===== src/rtl/lsu_bus_bridge.sv =====
// lsu_bus_bridge: converts the core's single-cycle data-memory access into a
// req/gnt/rvalid bus transaction, stalling the core until the transaction ends.
// Store data is lane-replicated with matching byte enables. Load data is aligned
// and extended. Misaligned or illegal accesses and bus timeouts finish in DONE
// with a one-cycle flag.
module lsu_bus_bridge #(
    parameter int unsigned TIMEOUT = 255,  // max REQ+WAIT cycles, 0 = never abort
    parameter int unsigned CNT_W   = 8     // must be able to hold TIMEOUT
) (
    input  logic        clk,
    input  logic        rst,
    input  logic        memRead,
    input  logic        memWrite,
    input  logic [2:0]  funct3,
    input  logic [31:0] dataAdr,
    input  logic [31:0] writeData,
    output logic [31:0] readData,
    output logic        stall,
    output logic        misalign,
    output logic        bus_err,
    output logic        bus_req,
    output logic        bus_we,
    output logic [31:0] bus_addr,
    output logic [3:0]  bus_be,
    output logic [31:0] bus_wdata,
    input  logic        bus_gnt,
    input  logic        bus_rvalid,
    input  logic [31:0] bus_rdata
);

    typedef enum logic [1:0] {
        S_IDLE,
        S_REQ,
        S_WAIT,
        S_DONE
    } state_t;

    // Counter value during the last cycle allowed in REQ+WAIT.
    localparam logic [CNT_W-1:0] CNT_LAST = CNT_W'(TIMEOUT - 1);

    state_t           state_q, state_d;
    logic [CNT_W-1:0] cnt_q;
    logic [2:0]       f3_q;
    logic [1:0]       off_q;

    logic        access;
    logic        is_store;
    logic        req_legal;
    logic [3:0]  be_d;
    logic [31:0] wdata_d;
    logic [31:0] load_ext;
    logic        timeout_hit;
    logic        start;
    logic        capture;
    logic        abort;
    logic        flag_misalign;

    // A store wins when both memRead and memWrite are high.
    assign access   = memRead | memWrite;
    assign is_store = memWrite;

    // The core stalls for every cycle of an access except the retire (DONE) cycle.
    assign stall   = access & (state_q != S_DONE);
    assign bus_req = (state_q == S_REQ);

    assign timeout_hit = (TIMEOUT != 0) && (cnt_q == CNT_LAST);

    // Access legality: size alignment, and unsigned sizes exist only for loads.
    always_comb begin
        // NOTE: every always_comb output gets a default first, so no path can infer a latch.
        req_legal = 1'b0;
        case (funct3)
            3'b000:  req_legal = 1'b1;
            3'b001:  req_legal = ~dataAdr[0];
            3'b010:  req_legal = (dataAdr[1:0] == 2'b00);
            3'b100:  req_legal = ~is_store;
            3'b101:  req_legal = ~is_store & ~dataAdr[0];
            default: req_legal = 1'b0;
        endcase
    end

    // Byte enables and lane-replicated store data for the incoming access.
    always_comb begin
        be_d    = 4'b1111;
        wdata_d = writeData;
        case (funct3[1:0])
            2'b00: begin
                be_d    = 4'b0001 << dataAdr[1:0];
                wdata_d = {4{writeData[7:0]}};
            end
            2'b01: begin
                be_d    = 4'b0011 << {dataAdr[1], 1'b0};
                wdata_d = {2{writeData[15:0]}};
            end
            default: begin
                be_d    = 4'b1111;
                wdata_d = writeData;
            end
        endcase
    end

    // Select the addressed lane of the response word and extend it.
    always_comb begin
        logic [7:0]  lane_b;
        logic [15:0] lane_h;
        lane_h = off_q[1] ? bus_rdata[31:16] : bus_rdata[15:0];
        case (off_q)
            2'd0:    lane_b = bus_rdata[7:0];
            2'd1:    lane_b = bus_rdata[15:8];
            2'd2:    lane_b = bus_rdata[23:16];
            default: lane_b = bus_rdata[31:24];
        endcase
        case (f3_q)
            3'b000:  load_ext = {{24{lane_b[7]}}, lane_b};
            3'b001:  load_ext = {{16{lane_h[15]}}, lane_h};
            3'b100:  load_ext = {24'h0, lane_b};
            3'b101:  load_ext = {16'h0, lane_h};
            default: load_ext = bus_rdata;
        endcase
    end

    // Next-state logic and the one-cycle events that drive the registers.
    always_comb begin
        state_d       = state_q;
        start         = 1'b0;
        capture       = 1'b0;
        abort         = 1'b0;
        flag_misalign = 1'b0;
        case (state_q)
            S_IDLE: begin
                if (access) begin
                    if (req_legal) begin
                        start   = 1'b1;
                        state_d = S_REQ;
                    end else begin
                        flag_misalign = 1'b1;
                        state_d       = S_DONE;
                    end
                end
            end
            S_REQ: begin
                // A completion in the final allowed cycle still counts.
                if (bus_gnt && bus_rvalid) begin
                    capture = 1'b1;
                    state_d = S_DONE;
                end else if (timeout_hit) begin
                    abort   = 1'b1;
                    state_d = S_DONE;
                end else if (bus_gnt) begin
                    state_d = S_WAIT;
                end
            end
            S_WAIT: begin
                if (bus_rvalid) begin
                    capture = 1'b1;
                    state_d = S_DONE;
                end else if (timeout_hit) begin
                    abort   = 1'b1;
                    state_d = S_DONE;
                end
            end
            default: state_d = S_IDLE;
        endcase
    end

    // State, timeout counter, latched payload, load result and pulse flags.
    always_ff @(posedge clk) begin
        if (rst) begin
            state_q   <= S_IDLE;
            cnt_q     <= '0;
            f3_q      <= '0;
            off_q     <= '0;
            bus_we    <= 1'b0;
            bus_addr  <= '0;
            bus_be    <= '0;
            bus_wdata <= '0;
            readData  <= '0;
            misalign  <= 1'b0;
            bus_err   <= 1'b0;
        end else begin
            // NOTE: sequential state uses non-blocking assignments so all registers update together at the edge.
            state_q <= state_d;

            if (state_q == S_IDLE) begin
                cnt_q <= '0;
            end else if (state_q == S_REQ || state_q == S_WAIT) begin
                cnt_q <= cnt_q + CNT_W'(1);
            end

            if (start) begin
                f3_q      <= funct3;
                off_q     <= dataAdr[1:0];
                bus_we    <= is_store;
                bus_addr  <= {dataAdr[31:2], 2'b00};
                bus_be    <= be_d;
                bus_wdata <= wdata_d;
            end

            misalign <= flag_misalign;
            bus_err  <= abort;

            if (capture) begin
                readData <= bus_we ? 32'h0 : load_ext;
            end else if (abort || flag_misalign) begin
                readData <= 32'h0;
            end
        end
    end

endmodule


===== config.mk =====
export PLATFORM = sky130hd
export DESIGN_NAME = lsu_bus_bridge
export DESIGN_NICKNAME = d
export VERILOG_FILES = /design/src/rtl/lsu_bus_bridge.sv
export SDC_FILE = /design/constraint.sdc
export NUM_CORES = 1
export LEC_CHECK = 0
export ABC_CLOCK_PERIOD_IN_PS = 5300
export BUFFER_PORTS_ARGS = -buffer_cell sky130_fd_sc_hd__buf_2
export CORE_UTILIZATION = 52
export CTS_CLUSTER_DIAMETER = 60
export DETAILED_ROUTE_END_ITERATION = 12
export GPL_ROUTABILITY_DRIVEN = 0
export PLACE_DENSITY = 0.85
export SLEW_MARGIN = 40
export SYNTH_ARGS = -nofsm -noshare
export SYNTH_HDL_FRONTEND = slang
export SYNTH_SLANG_ARGS = --single-unit

===== constraint.sdc =====
create_clock -name clk -period 5.3 [get_ports clk]
set_input_delay 1.06 -clock clk [delete_from_list [all_inputs] [get_ports clk]]
set_output_delay 1.06 -clock clk [all_outputs]
set_load 0.05 [all_outputs]

**After elaboration in Yosys (flattened, before gate mapping)**

Index checks and enable logic that the tools add are counted.

- Logic and storage cells: 78
- Input bits: 105
- Register bits: 116
- Output and inout bits: 105

- Muxes and demuxes: 30
- Equal/unequal tests: 17
- Reductions and logical operators: 12
- Shifts and indexed selects: 2
- Bitwise logic cells: 5
- $add $sub $neg: 1

Operators by type and width:

| kind | number |
|---|---|
| 32-bit one-hot mux with 4 select lines | 1 |
| 32-bit 2-to-1 mux | 3 |
| 32-bit one-hot mux with 2 select lines | 1 |
| 8-bit one-hot mux with 3 select lines | 1 |
| 16-bit 2-to-1 mux | 1 |
| 2-bit 2-to-1 mux | 7 |
| 3-bit equality test (second input constant) | 4 |
| 1-bit 2-to-1 mux | 11 |
| 8-bit by 1-bit adder with 8-bit output (second input constant) | 1 |
| 8-bit equality test (second input constant) | 1 |
| 2-bit zero test | 4 |
| 4-bit one-hot mux with 2 select lines | 1 |
| 2-bit by 1-bit equality test with 1-bit output (second input constant) | 3 |
| 3-bit by 1-bit equality test with 1-bit output (second input constant) | 2 |
| 3-bit zero test | 2 |
| 2-bit one-hot mux with 3 select lines | 1 |
| 1-bit one-hot mux with 5 select lines | 1 |
| 2-bit equality test (second input constant) | 2 |
| 2-bit != test (second input constant) | 2 |
| 4-bit by 1-bit != test with 1-bit output (second input constant) | 1 |
| 1-bit one-hot mux with 2 select lines | 2 |
| 1-bit by 2-bit left shift with 4-bit output (first input constant) | 1 |
| 2-bit by 2-bit left shift with 4-bit output (first input constant) | 1 |
| 3-bit by 2-bit equality test with 1-bit output (second input constant) | 1 |
| other kinds (9) | 12 |

**Longest topological paths before layout**

- Depth after elaboration: 9
- Depth in mapped cells: 8

**Worst setup path after synthesis**

No wires, ideal clock.

- Path type: input to output
- From: in memWrite
- To: out stall
- Stages on the path: 2
- Required time: 4.240 ns
- Setup slack: 2.501 ns
- Arrival: 1.739 ns
- Cell sequence: nor2_1 nor2_1

- Cells in the longest elaborated chain, start to end: 2

RTL lines:

| item | line | RTL |
|---|---|---|
| start, declared | 13 | `input logic memWrite,` |
| 1-bit OR | 59 | `assign access = memRead \| memWrite;` |
| 1-bit AND | 63 | `assign stall = access & (state_q != S_DONE);` |
| end, declared | 18 | `output logic stall,` |

Every way passes these cells.

**Final worst setup path**

Same ends and word-level chain as after synthesis.

==> flow_summary.toml <==
[run_status]
status = "completed"

[cts]
max-clock-path-buffers = 2
cts-buffers-inserted = 17
cts.sinks = 116
insertion_delay_ns = 0.52
cts_root_buffer = "clkbuf_8"
htree_levels = 4
cts_resized = 0
cts_tree = "yes"
hold_buffers = 0
cts_setup_buffers = 0
cts.clk_slew.worst_paths_ns = 0.06

[placed_design]
port_buffers = 207
dp.cells = 926
dp_hpwl_um = 10420
detailed_place.area_um2 = 6296
dpl_worst_slack_ns = 2.087

[drt]
first_pass_iters = 6
via_count = 5425
drtIter0Drc = 258
wirelength_um = 14850
vias_per_cell = 5.663
ant_nets = 0
wl_per_cell_um = 15.50
remaining_drc_errors = 0

[cells_and_area]
multi_input_area_um2 = 2618
final_nets = 924
fin_cells = 958
filler_cell_count = 800
fin_area_um2 = 6889
insertedDiodeCount = 0
syn2layout_area_growth_pct = 32.39
drive_above_1_share_pct = 31.39
final_core_util_pct = 70.81
ff_latch_area_um2 = 2322

[die]
rows = 36
die_w_um = 102.0
io_pins = 210
initial_core_util_pct = 53.49
die-height_um = 102.0
dieArea_um2 = 10410
fp.coreArea_um2 = 9729

[power]
report.power.total_mw = 3.216
power_density_nw_per_um2 = 466.9
leakage_nw = 3.076
ir_drop_uv = 310.0

[synthesis]
synth_area_um2 = 5204
ys.warnings.count = 0
ys_async_sr_fraction_pct = 0
yosysUniqueCellTypes = 56
syn_inst = 625
syn_area_per_cell_um2 = 8.326
ys_ff_latch = 116
synth_top_cell_area_share_pct = 44.63
yosysSeqAreaShare_pct = 44.63
synth_ff_type = "dfxtp_1"
synth_edf_count = 0
synth_area_leader_cell = "dfxtp_1"
synthTopCellsByArea = "dfxtp_1 (45%), nand2_1 (8.9%), a21oi_1 (6.9%)"

[sta]
finalSetupViolations = 0
worst_pin_slew_ns = 0.8367
setup_tns_ns = 0
rsz0062_at_grt = "false"
fmaxAchievable_mhz = 375.1
slew_violations = 0
post-route-min-period_ns = 2.666
finalCritPeriodShare_pct = 50.31
whs_ns = 0.4504
layout_setup_ws_ns = 2.634
fin_skew_ns = 0.008286
slew-limit-headroom_pct = 44.22
hold_viol = 0

[worst_setup_path]
cp_max_fo = 5
r2r_cells = 7
cp-start-kind = "input pin"
crit_path_top_delay_cell = "buf_2"
path_cells = "buf_2, nor2_1, nor2_1, buf_2"
end_kind = "primary output"
crit_type = "input pin to primary output"
critPathMaxStageDelay_ns = 0.26
cp.required_ns = 4.24
cp.arrival_ns = 1.61

[global_routing]
antenna_found_initial = 0
grt_first_pass_wirelength_um = 23140
grt_overflow = 0
grt_pass1_vias = 5007
grt_max_degree = 82
track_usage_pct = 28.72

[hold_path]
hold_path_class = "flip-flop to flip-flop"
hold_path_depth = 2

[run]
maxCapViolCount = 0
## layout make-up
cell class	instances	area share (%)
clock buffers	19	6.266
clock inverters	13	2.288
inverters	20	1.090
multi-input cells	441	37.99
flip-flops and latches	116	33.71
well taps	133	2.416
repair buffers	216	16.24
## placed cells by master (no fill, tap or decap), types with 3 or more instances in the layout
master        n
buf_2       207
nand2_1     123
dfxtp_1     116
a21oi_1      72
nor2_1       41
a22o_1       23
o21ai_0      23
inv_1        19
a21o_1       16
mux2i_1      16
clkbuf_16    16
o211ai_1     15
a211oi_1     11
a311oi_1     11
o2bb2ai_1     8
o32ai_1       7
nand3b_1      7
ha_1          7
buf_4         7
nor3_1        4
nand2b_1      4
nand4_1       4
nor2b_1       4
clkinv_2      4
clkinvlp_4    4
nor4_1        3
nand3_1       3
xor2_1        3
bufinv_16     3
## worst paths after layout
path	startpoint	end	slack [ns]
setup / recovery	memWrite	stall	2.63
hold reg to reg	bus_addr[20]	bus_addr[20]	0.45
hold / removal	bus_addr[20]	bus_addr[20]	0.45
setup reg to reg	state_q[1]	readData[15]	2.68
## registers in the layout, summed over array words and instances (netlist names)
register / cells
bus_addr: 30
bus_be: 4
bus_err: 1
bus_wdata: 32
bus_we: 1
cnt_q: 8
f3_q: 3
misalign: 1
off_q: 2
readData: 32
state_q: 2
## critical path: cells and delay by family
kind                   cells  cell delay, ns
buffers and inverters      2            0.39
AND/OR/NAND/NOR            2            0.15
## report_power, final
part,internal (mW),switching [mW],total (mW)
combinational,0.281,0.732,1.01
sequential,0.989,0.0823,1.07
clock,0.726,0.406,1.13
## metal layers
| layer | wire length (um) | share of wire, % | track usage (%) | up-vias |
|---|---|---|---|---|
| met5 | 0 | 0 | 0 | - |
| met4 | 334 | 2.2 | 14.29 | 0 |
| met3 | 1190 | 8.0 | 9.166 | 30 |
| met2 | 7537 | 51 | 49.04 | 250 |
| met1 | 5790 | 39 | 32.28 | 2555 |
| li1 | - | - | - | 2590 |
## cell families (layout without fill, tap and decap cells)
group | after synthesis | count (layout) | share of synthesized area (%)
and+or+nand+nor | 207 | 207 | 17.36
other | 1 | 2 | 0.07206
DFF | 116 | 116 | 44.63
AOI/OAI and AO/OA | 202 | 202 | 26.26
buffers and inverters | 69 | 268 | 5.434
muxes | 18 | 18 | 3.727
adders and majority gates | 7 | 7 | 1.683
xor gates and xnor gates | 5 | 5 | 0.8417
## synth_stat cells, types with 8 or more instances
cell	count
nor2_1	42
a211oi_1	11
mux2i_1	16
a21o_1	17
a22o_1	23
o21ai_0	23
nand2_1	123
inv_1	19
dfxtp_1	116
clkbuf_1	36
a311oi_1	11
o2bb2ai_1	8
a21oi_1	72
o211ai_1	15
No activity file was read; power rests on OpenSTA's default activity.
